### config.mk
export PLATFORM = sky130hd
export DESIGN_NAME = apu_regdump_recorder_flat
export DESIGN_NICKNAME = d
export VERILOG_FILES = /design/src/rtl/apu_regdump_recorder_pkg.sv /design/src/rtl/apu_regdump_recorder_if.sv /design/src/rtl/apu_regdump_fifo.sv /design/src/rtl/apu_regdump_recorder.sv /design/src/flat_wrapper.sv
export SDC_FILE = /design/constraint.sdc
export NUM_CORES = 1
export LEC_CHECK = 0
export CORE_MARGIN = 10
export CORE_UTILIZATION = 60
export CTS_BUF_LIST = sky130_fd_sc_hd__clkbuf_4
export CTS_CLUSTER_SIZE = 14
export DETAILED_ROUTE_END_ITERATION = 12
export PLACE_DENSITY = 0.79
export SLEW_MARGIN = 10
export SYNTH_ARGS = -nofsm -noshare
export SYNTH_HDL_FRONTEND = slang
export SYNTH_SLANG_ARGS = --single-unit
### constraint.sdc
create_clock -name PHI0 -period 7.45 [get_ports PHI0]
set_clock_uncertainty 0.15 [all_clocks]
set_input_delay 1.1175 -clock PHI0 [delete_from_list [all_inputs] [get_ports PHI0]]
set_output_delay 1.1175 -clock PHI0 [all_outputs]
set_load 0.05 [all_outputs]
### src/rtl/apu_regdump_recorder_pkg.sv
// Shared definitions for the APU register-dump recorder.
// Holds the APU address window, the log-entry field layout and the
// serializer state encoding used by the recorder and its FIFO.
package apu_regdump_recorder_pkg;

  localparam logic [15:0] APU_BASE    = 16'h4000;
  localparam int          APU_MATCH_W = 11;

  localparam int WORD_W      = 32;
  localparam int ENTRY_W     = 2 * WORD_W;
  localparam int REG_LSB     = 0;
  localparam int REG_W       = 5;
  localparam int RD_FLAG_BIT = 7;
  localparam int VAL_LSB     = 8;
  localparam int VAL_W       = 8;

  typedef enum logic [1:0] {
    SER_IDLE = 2'd0,
    SER_W0   = 2'd1,
    SER_W1   = 2'd2
  } ser_state_t;

  function automatic logic is_apu_access(input logic [15:0] addr);
    return addr[15:16-APU_MATCH_W] == APU_BASE[15:16-APU_MATCH_W];
  endfunction

endpackage

### src/rtl/apu_regdump_recorder_if.sv
// Log output stream of the APU register-dump recorder.
// Ports: log_valid/log_word driven by the recorder (master),
//        log_ready driven by the sink (slave).
interface apu_regdump_recorder_if;
  import apu_regdump_recorder_pkg::*;

  logic              log_valid;
  logic              log_ready;
  logic [WORD_W-1:0] log_word;

  modport master (output log_valid, output log_word, input log_ready);
  modport slave  (input log_valid, input log_word, output log_ready);

endinterface

### src/rtl/apu_regdump_fifo.sv
// Synchronous FIFO holding complete 64-bit log entries.
// Ports: clk/rst_n (async active-low), push/wdata, pop/rdata (head, valid
// while !empty), full, empty, count (occupancy, 0..DEPTH).
// Push while full and pop while empty are ignored.
module apu_regdump_fifo #(
  parameter int DEPTH  = 8,
  parameter int DATA_W = 64
) (
  input  logic                     clk,
  input  logic                     rst_n,
  input  logic                     push,
  input  logic [DATA_W-1:0]        wdata,
  input  logic                     pop,
  output logic [DATA_W-1:0]        rdata,
  output logic                     full,
  output logic                     empty,
  output logic [$clog2(DEPTH):0]   count
);
  localparam int AW = $clog2(DEPTH);

  logic [DATA_W-1:0] mem [DEPTH];
  logic [AW:0]       wr_ptr_q, wr_ptr_d;
  logic [AW:0]       rd_ptr_q, rd_ptr_d;
  logic              do_push, do_pop;

  always_comb begin
    empty    = (wr_ptr_q == rd_ptr_q);
    full     = (wr_ptr_q[AW] != rd_ptr_q[AW]) &&
               (wr_ptr_q[AW-1:0] == rd_ptr_q[AW-1:0]);
    count    = wr_ptr_q - rd_ptr_q;
    do_push  = push && !full;
    do_pop   = pop && !empty;
    wr_ptr_d = wr_ptr_q + {{AW{1'b0}}, do_push};
    rd_ptr_d = rd_ptr_q + {{AW{1'b0}}, do_pop};
    rdata    = mem[rd_ptr_q[AW-1:0]];
  end

  always_ff @(posedge clk or negedge rst_n) begin
    if (!rst_n) begin
      wr_ptr_q <= '0;
      rd_ptr_q <= '0;
    end else begin
      wr_ptr_q <= wr_ptr_d;
      rd_ptr_q <= rd_ptr_d;
    end
  end

  always_ff @(posedge clk) begin
    if (do_push) begin
      mem[wr_ptr_q[AW-1:0]] <= wdata;
    end
  end

endmodule

### src/rtl/apu_regdump_recorder.sv
// APU register-dump recorder.
// Sniffs the CPU bus each PHI0 cycle; every access to 0x4000..0x401F is
// logged as a 64-bit entry {cycles since previous logged access, access
// descriptor} and streamed out as two 32-bit words over a valid/ready port.
// Ports: PHI0 (clock), n_RES (async active-low reset), enable, RnW/A/D
// (sniffed bus), log (stream master), overflow (sticky drop flag),
// drop_cnt (saturating count of dropped accesses).
module apu_regdump_recorder
  import apu_regdump_recorder_pkg::*;
#(
  parameter int FIFO_DEPTH = 8
) (
  input  logic                   PHI0,
  input  logic                   n_RES,
  input  logic                   enable,
  input  logic                   RnW,
  input  logic [15:0]            A,
  input  logic [7:0]             D,
  apu_regdump_recorder_if.master log,
  output logic                   overflow,
  output logic [15:0]            drop_cnt
);
  localparam int CW = $clog2(FIFO_DEPTH) + 1;

  function automatic logic [31:0] sat_inc32(input logic [31:0] v);
    return (v == 32'hFFFF_FFFF) ? v : v + 32'd1;
  endfunction

  function automatic logic [15:0] sat_inc16(input logic [15:0] v);
    return (v == 16'hFFFF) ? v : v + 16'd1;
  endfunction

  logic               apu_hit, room, log_hit, drop_hit;
  logic [31:0]        delta_q, delta_d, delta_inc;
  logic [WORD_W-1:0]  word1_d;
  logic               vld_p0_q, vld_p0_d;
  logic [ENTRY_W-1:0] entry_p0_q, entry_p0_d;
  logic               overflow_q, overflow_d;
  logic [15:0]        drop_cnt_q, drop_cnt_d;
  logic               fifo_full, fifo_empty, fifo_pop;
  logic [CW-1:0]      fifo_count;
  logic [ENTRY_W-1:0] fifo_head;
  ser_state_t         state_q, state_d;

  // Stage p0: bus sample into the capture register.
  // The captured entry still owns a slot, so room counts it with the FIFO.
  always_comb begin
    apu_hit   = is_apu_access(A);
    room      = !fifo_full && !(vld_p0_q && fifo_count == CW'(FIFO_DEPTH - 1));
    log_hit   = enable && apu_hit && room;
    drop_hit  = enable && apu_hit && !room;
    delta_inc = sat_inc32(delta_q);

    word1_d                        = '0;
    word1_d[REG_LSB +: REG_W]      = A[REG_W-1:0];
    word1_d[RD_FLAG_BIT]           = RnW;
    word1_d[VAL_LSB +: VAL_W]      = RnW ? 8'h00 : D;

    delta_d    = log_hit ? 32'd0 : delta_inc;
    vld_p0_d   = log_hit;
    entry_p0_d = log_hit ? {delta_inc, word1_d} : entry_p0_q;
    overflow_d = overflow_q || drop_hit;
    drop_cnt_d = drop_hit ? sat_inc16(drop_cnt_q) : drop_cnt_q;
  end

  // Stage p1: entry buffer.
  apu_regdump_fifo #(
    .DEPTH  (FIFO_DEPTH),
    .DATA_W (ENTRY_W)
  ) u_fifo (
    .clk   (PHI0),
    .rst_n (n_RES),
    .push  (vld_p0_q),
    .wdata (entry_p0_q),
    .pop   (fifo_pop),
    .rdata (fifo_head),
    .full  (fifo_full),
    .empty (fifo_empty),
    .count (fifo_count)
  );

  // Stage p2: serializer, head entry sent as word0 then word1.
  always_comb begin
    state_d       = state_q;
    fifo_pop      = 1'b0;
    log.log_valid = 1'b0;
    log.log_word  = '0;
    case (state_q)
      SER_IDLE: begin
        if (!fifo_empty) begin
          state_d = SER_W0;
        end
      end
      SER_W0: begin
        log.log_valid = 1'b1;
        log.log_word  = fifo_head[ENTRY_W-1 -: WORD_W];
        if (log.log_ready) begin
          state_d = SER_W1;
        end
      end
      SER_W1: begin
        log.log_valid = 1'b1;
        log.log_word  = fifo_head[WORD_W-1:0];
        if (log.log_ready) begin
          fifo_pop = 1'b1;
          // Another entry is either already queued or being pushed this edge.
          state_d  = (fifo_count > CW'(1) || vld_p0_q) ? SER_W0 : SER_IDLE;
        end
      end
      default: state_d = SER_IDLE;
    endcase
  end

  always_ff @(posedge PHI0 or negedge n_RES) begin
    if (!n_RES) begin
      delta_q    <= '0;
      vld_p0_q   <= 1'b0;
      entry_p0_q <= '0;
      overflow_q <= 1'b0;
      drop_cnt_q <= '0;
      state_q    <= SER_IDLE;
    end else begin
      delta_q    <= delta_d;
      vld_p0_q   <= vld_p0_d;
      entry_p0_q <= entry_p0_d;
      overflow_q <= overflow_d;
      drop_cnt_q <= drop_cnt_d;
      state_q    <= state_d;
    end
  end

  assign overflow = overflow_q;
  assign drop_cnt = drop_cnt_q;

endmodule

### src/flat_wrapper.sv
// flat-port wrapper written by rule: the top's interface ports become plain ports
module apu_regdump_recorder_flat import apu_regdump_recorder_pkg::*;
#(
  parameter int FIFO_DEPTH = 8
)
  (PHI0, n_RES, enable, RnW, A, D, overflow, drop_cnt, log_log_valid, log_log_word, log_log_ready);
  apu_regdump_recorder_if log_i ();
  input  logic PHI0;
  input  logic n_RES;
  input  logic enable;
  input  logic RnW;
  input  logic [15:0] A;
  input  logic [7:0] D;
  output logic overflow;
  output logic [15:0] drop_cnt;
  output wire logic [$bits(log_i.log_valid)-1:0] log_log_valid;
  output wire logic [$bits(log_i.log_word)-1:0] log_log_word;
  input wire logic [$bits(log_i.log_ready)-1:0] log_log_ready;
  assign log_log_valid = log_i.log_valid;
  assign log_log_word = log_i.log_word;
  assign log_i.log_ready = log_log_ready;
  apu_regdump_recorder #(.FIFO_DEPTH(FIFO_DEPTH)) u_core (.PHI0(PHI0), .n_RES(n_RES), .enable(enable), .RnW(RnW), .A(A), .D(D), .log(log_i), .overflow(overflow), .drop_cnt(drop_cnt));
endmodule
-- Yosys cells after proc, flatten, opt, wreduce, memory -nomap -nowiden
Memories as Yosys holds them, arrays and structs flattened.
Index checks and enable logic that the tools add are counted.
Widths: inputs -> output; s select.
- register bits: 106
- latch bits: 0
- memory bits (writable): 368
- bits in read-only memories: 0
- input bits: 29
- output and inout bits: 50
- word-level logic and storage cells: 60
- memories kept: 1
- add/subtract/negate cells: 5
- multipliers: 0
- divide/modulo/power cells: 0
- magnitude comparators: 1
- equality and inequality tests: 12
- shift-type cells: 0
- multiplexer cells: 14
- bitwise logic cells: 1
- reduce and logical (&&, ||, !) cells: 18
- memory list (memory ; words ; width ; rd ports ; clocked after memory_dff ; write ports ; RTL line ; RTL):
    u_core.u_fifo.mem ; 8 ; 46 ; 1 ; 0 ; 1 ; apu_regdump_fifo.sv:21 ; logic [DATA_W-1:0] mem [DEPTH];
- operator list (kind ; number):
    $mux 32 ; 2
    $pmux 32 s2 ; 1
    $add 32x1->32 const B ; 1
    $eq 32x32->1 const B ; 1
    $add 16x1->16 const B ; 1
    $eq 16x16->1 const B ; 1
    $eq 11x10->1 const B ; 1
    $add 4x1->4 ; 2
    $logic_and 1x1->1 ; 8
    $mux 8 ; 1
    $mux 1 ; 6
    $mux 2 ; 3
    $ne 2x2->1 const B ; 3
    $pmux 2 s3 ; 1
    $eq 4x3->1 const B ; 1
    $eq 4x4->1 ; 1
    $gt 4x1->1 const B ; 1
    $logic_not 1->1 ; 4
    $sub 4x4->4 ; 1
    $eq 3x3->1 ; 1
    $reduce_and 3->1 ; 1
    $eq 2x1->1 const B ; 1
    $eq 2x2->1 const B ; 1
    $logic_not 2->1 ; 1
    5 further kinds ; 6

-- Depth between registers and ports, before layout
- depth in word-level cells: 8
- depth in mapped cells: 13
- depth with buffers taken out: 9

-- By module
Synthesis repeated with hierarchy kept, for this count alone.
- cells, all modules: 1474
- area total of the unflattened synthesis: 24895.1 µm²
- modules (own cells, without submodules) (module ; instances ; cells each ; area an instance (µm²) ; seq. area each (µm²)):
    apu_regdump_fifo ; 1 ; 928 ; 19764.0 ; 15574.9
    apu_regdump_recorder ; 1 ; 546 ; 5131.2 ; 2452.4

-- Worst setup path after synthesis
OpenSTA, ideal clock, no wires.
- path type: flip-flop to flip-flop
- start point: reg u_core.u_fifo.rd_ptr_q[1]
- end point: mem u_core.u_fifo.mem[1][0] in the netlist's numbering, enable pin
- library setup time: 0.506 ns
- arrival: 5.283 ns
- data required time: 6.794 ns
- setup slack: 1.511 ns
- stages on the path, launching flop included: 11
- path buffers: 3
- cells stage by stage: dfrtp_1 buf_2 buf_1 clkbuf_1 inv_1 ha_1 nand3_1 nor2_1 nor2b_1 nand2_1 nor3_1
- cells in the longest elaborated chain, start to end: 6
- RTL lines (item ; RTL line ; RTL):
    start: declaration ; apu_regdump_fifo.sv:23 ; logic [AW:0] rd_ptr_q, rd_ptr_d;
    start signal: assignment ; apu_regdump_fifo.sv:44 ; rd_ptr_q <= rd_ptr_d;
    $eq 3x3->1 ; apu_regdump_fifo.sv:29 ; (wr_ptr_q[AW-1:0] == rd_ptr_q[AW-1:0]);
    $logic_and 1x1->1 ; apu_regdump_fifo.sv:28 ; full = (wr_ptr_q[AW] != rd_ptr_q[AW]) &&
    $logic_not 1->1 ; apu_regdump_fifo.sv:31 ; do_push = push && !full;
    $logic_and 1x1->1 ; apu_regdump_fifo.sv:31 ;
    $mux 1 ; apu_regdump_fifo.sv:49 ; if (do_push) begin
    $mux 1 (not written as such) ; apu_regdump_fifo.sv:50 ; mem[wr_ptr_q[AW-1:0]] <= wdata;
    end: declaration ; apu_regdump_fifo.sv:21 ;
No other way between the ends.

-- Worst setup path in the final report
- start point: reg u_core.u_fifo.rd_ptr_q[0]
- end point: out log_log_word[11]
- cells in the longest elaborated chain, start to end: 2
- RTL lines (item ; RTL line ; RTL):
    $mem_v2 8x46 ; -- ;
    $pmux 32 s2 ; apu_regdump_recorder.sv:88 ; case (state_q)
    end: declaration ; flat_wrapper.sv:17 ; output wire logic [$bits(log_i.log_word)-1:0] log_log_word;
No other way between the ends.

==> metrics.md <==
| Metric | Value |
|---|---|
| Resized cells post-CTS | 0 |
| Ports placed on the boundary | 79 |
| Syn. warnings | 0 |
| Syn Inst Count | 1149 |
| Area of the core | 0.0315 mm2 |
| Effective utilization at floorplan | 60.5% |
| Post-synth net total | 1192 |
| Total of hold buffers inserted after clock tree synthesis | 0 |
| Placer's final routability congestion estimate | 0.817 |
| # H-tree levels | 3 |
| Avg Synthesized Cell Area | 16.6 um2 |
| Slew margin rel. | 17.1% |
| Setup violators final | 0 |
| Worst-case clock buffer depth | 3 |
| Final net count | 1341 |
| Power density relative to cell area | 273 mW/mm2 |
| Classification of the worst setup path | flip-flop to output pin |
| Run status | finished clean |
| Worst hold-check path type | input pin to asynchronous set/reset pin |
| Final cell count without fillers | 1795 |
| Max-slew violation count | 0 |
| Setup fix buffers added after clock tree synthesis | 0 |
| Via density per instance | 5.91 |
| Fraction of post-synthesis cell area in the top cell type by area | 58.0% |
| Startpoint type of the worst setup path | flip-flop |
| Most frequent cells in the layout | edfxtp_1 (368), clkbuf_4 (168), nand2_1 (145) |
| Via count of the first global-routing pass | 11400 |
| Area growth from synthesis to layout | 14.1% |
| Data arrival time of the critical path | 4.04 ns |
| Critical path data required time | 6.18 ns |
| Clock tree from TritonCTS | built |
| Clock root cell | clkbuf_4 |
| Number of antenna violations at the first check in global routing | 1 |
| Kind of capture point of the worst setup path | output pin |
| Post-route ant nets | 0 |
| # fillers | 2020 |
| Total power consumption of the routed design | 5.92 mW |
| Die Span X | 198 um |
| End-of-flow core utilization | 69.1% |
| Row count | 65 |
| Clock insertion delay at the later pin of the skew report | 0.81 ns |
| Number of distinct library cells after synthesis | 44 |
| Most common library cell in the layout ignoring fill and taps | edfxtp_1 |
| CTS clock-pin slew for the worst setup and hold paths | 0.07 ns |
| Total Negative Setup Slacks | 0 ns |
| # Max-Cap Violations | 0 |
| Starting DRC count in detailed routing | 876 |
| Routed wirelength normalized by instance count | 21.6 um |
| Proportion of layout cells with a drive suffix above 1 | 23.1% |
| Overall die height | 198 um |
| Final Hold Violating Endpoints | 0 |
| Critical-path maximum fanout | 51 |
| Actual transition at the worst max-transition pin | 1.24 ns |
| Die Area | 0.0393 mm2 |
| Sinks on the clock net | 474 |
| Via total after detailed routing | 10600 |
| IR Drop Worst-Case VDD | 0.139 mV |
| Library cell occupying the most area in the post-synthesis netlist | edfxtp_1 |
| Global-route wire length before repair | 62600 um |
| Unrepaired setup endpoints after global routing | no |
| Final global-route overflow total | 0 |
| # DRC | 0 |
| Post-layout minimum cycle time | 5.30 ns |
| Biggest area contributors in the synthesized netlist | edfxtp_1 (58%), dfrtp_1 (14%), mux4_2 (11%) |
| Netlist area before placement | 0.0190 mm2 |
| Most common flop cell mapped by yosys | edfxtp_1 |
| DP Cell Count | 1590 |
| Static Leak | 7.60 nW |
| Half-perimeter wire length after placement | 22500 um |
| Number of iterations in the first detailed-routing pass | 5 |
| Final worst-path cycle share | 71.2% |
| Register bit count reported by yosys | 474 |
| Aggregate global-route resource usage | 20.7% |
| Number of buffers inserted during clock tree synthesis | 108 |
| Total of buffers placed on input and output ports | 78 |
| Maximum number of pins on one net before global-route repair | 89 |
| Async S/R FF share, synth | 22.4% |
| Detailed-route wire length | 38900 um |
| Highest clock frequency the design can meet | 0.189 GHz |
| Fraction of the yosys area taken by sequential cells | 71.9% |
| EDFF count, synth | 368 |
## layer usage
| metal | track usage [%] | wire (um) | share of wire [%] |
|---|---|---|---|
| met1 | 27.0 | 15900 | 41 |
| met3 | 4.97 | 2760 | 7.1 |
| met2 | 33.6 | 19600 | 50 |
| met4 | 6.95 | 585 | 1.5 |
| met5 | 0 | 0 | 0 |
## sequential cells by signal (all words and copies together), names as in the netlist
name	flops
u_core.delta_q	32
u_core.drop_cnt	16
u_core.entry_p0_q	46
u_core.overflow	1
u_core.state_q	2
u_core.u_fifo.mem	368
u_core.u_fifo.rd_ptr_q	4
u_core.u_fifo.wr_ptr_q	4
u_core.vld_p0_q	1
## logic make-up (layout without fill, tap and decap cells)
| family | Yosys count | count (layout) | share of synthesized area (%) |
|---|---|---|---|
| buffers and inverters | 79 | 321 | 1.96 |
| flip-flops | 474 | 474 | 71.9 |
| XOR/XNOR | 45 | 45 | 2.07 |
| AO/OA/AOI/OAI | 80 | 80 | 2.44 |
| AND/OR/NAND/NOR | 345 | 345 | 8.49 |
| multiplexers | 112 | 112 | 12.1 |
| other | 0 | 2 | 0 |
| adder cells (fa/ha/maj) | 14 | 14 | 0.959 |
## power by group
part / switching, mW / internal, mW / leakage, nW
clock network: 0.988 / 1.08 / 0.879
registers: 0.0847 / 2.86 / 4.50
logic: 0.556 / 0.360 / 2.22
total: 1.63 / 4.30 / 7.60
## final timing paths
check / from / endpoint / slack (ns) / depth (start not counted)
worst min-delay path: n_RES / u_core.drop_cnt[9] / 0.20 / 1
worst max-delay path: u_core.u_fifo.rd_ptr_q[0] / log_log_word[11] / 2.15 / 7
worst max register to register: u_core.u_fifo.rd_ptr_q[0] / u_core.u_fifo.mem[7][24] / 3.29 / 7
max in group asynchronous: n_RES / u_core.entry_p0_q[58] / 5.61 / 2
min in group PHI0: u_core.overflow / u_core.overflow / 0.32 / 1
worst min register to register: u_core.overflow / u_core.overflow / 0.32 / 1
## critical path, cell delays in order (launching register included)
cell and delay (ns):
dfrtp_4 1.04, buf_12 0.45, mux4_2 0.55, nand2_1 0.09, nand2_1 0.06, a22oi_1 0.26, nor2b_1 0.08, clkdlybuf4s50_1 0.71
## stage by stage
step,hold WS [ns],setup slack (ns),cell area [um2]
2_1_floorplan,0.316,1.51,19000
3_3_place_gp,0.316,2.82,20300
3_5_place_dp,0.317,2.83,20300
4_1_cts,0.151,1.98,21700
5_1_grt,0.171,1.81,21700
6_report,0.196,2.15,21700
## cell type report
type,instances,area (um2),share of cell area (%)
Antenna cell,2,5.00,0.0230
Clock inverter,35,209,0.961
Clock buffer,168,1260,5.80
Sequential cell,474,13700,63.1
Tap cell,402,503,2.31
Timing Repair Buffer,94,923,4.25
Inverter,24,90.1,0.415
Multi-Input combinational cell,596,5030,23.1
## synth_stat cells, drive strengths merged (2+ instances only)
master,count
buf,29
xnor2,25
dfrtp,106
and3,8
nor4b,2
edfxtp,368
nor2,73
mux2,12
nor3,12
mux2i,8
or3,2
nor4,6
xor2,20
a31oi,2
nor2b,19
and2,2
ha,13
mux4,92
nand3,27
nor3b,2
inv,24
nand2b,2
nand3b,11
a21o,3
o21ai,14
nand4,25
and4,5
a21oi,45
nand2,145
a22oi,14
clkbuf,26
Note: power is estimated with default switching activity, not from simulation.
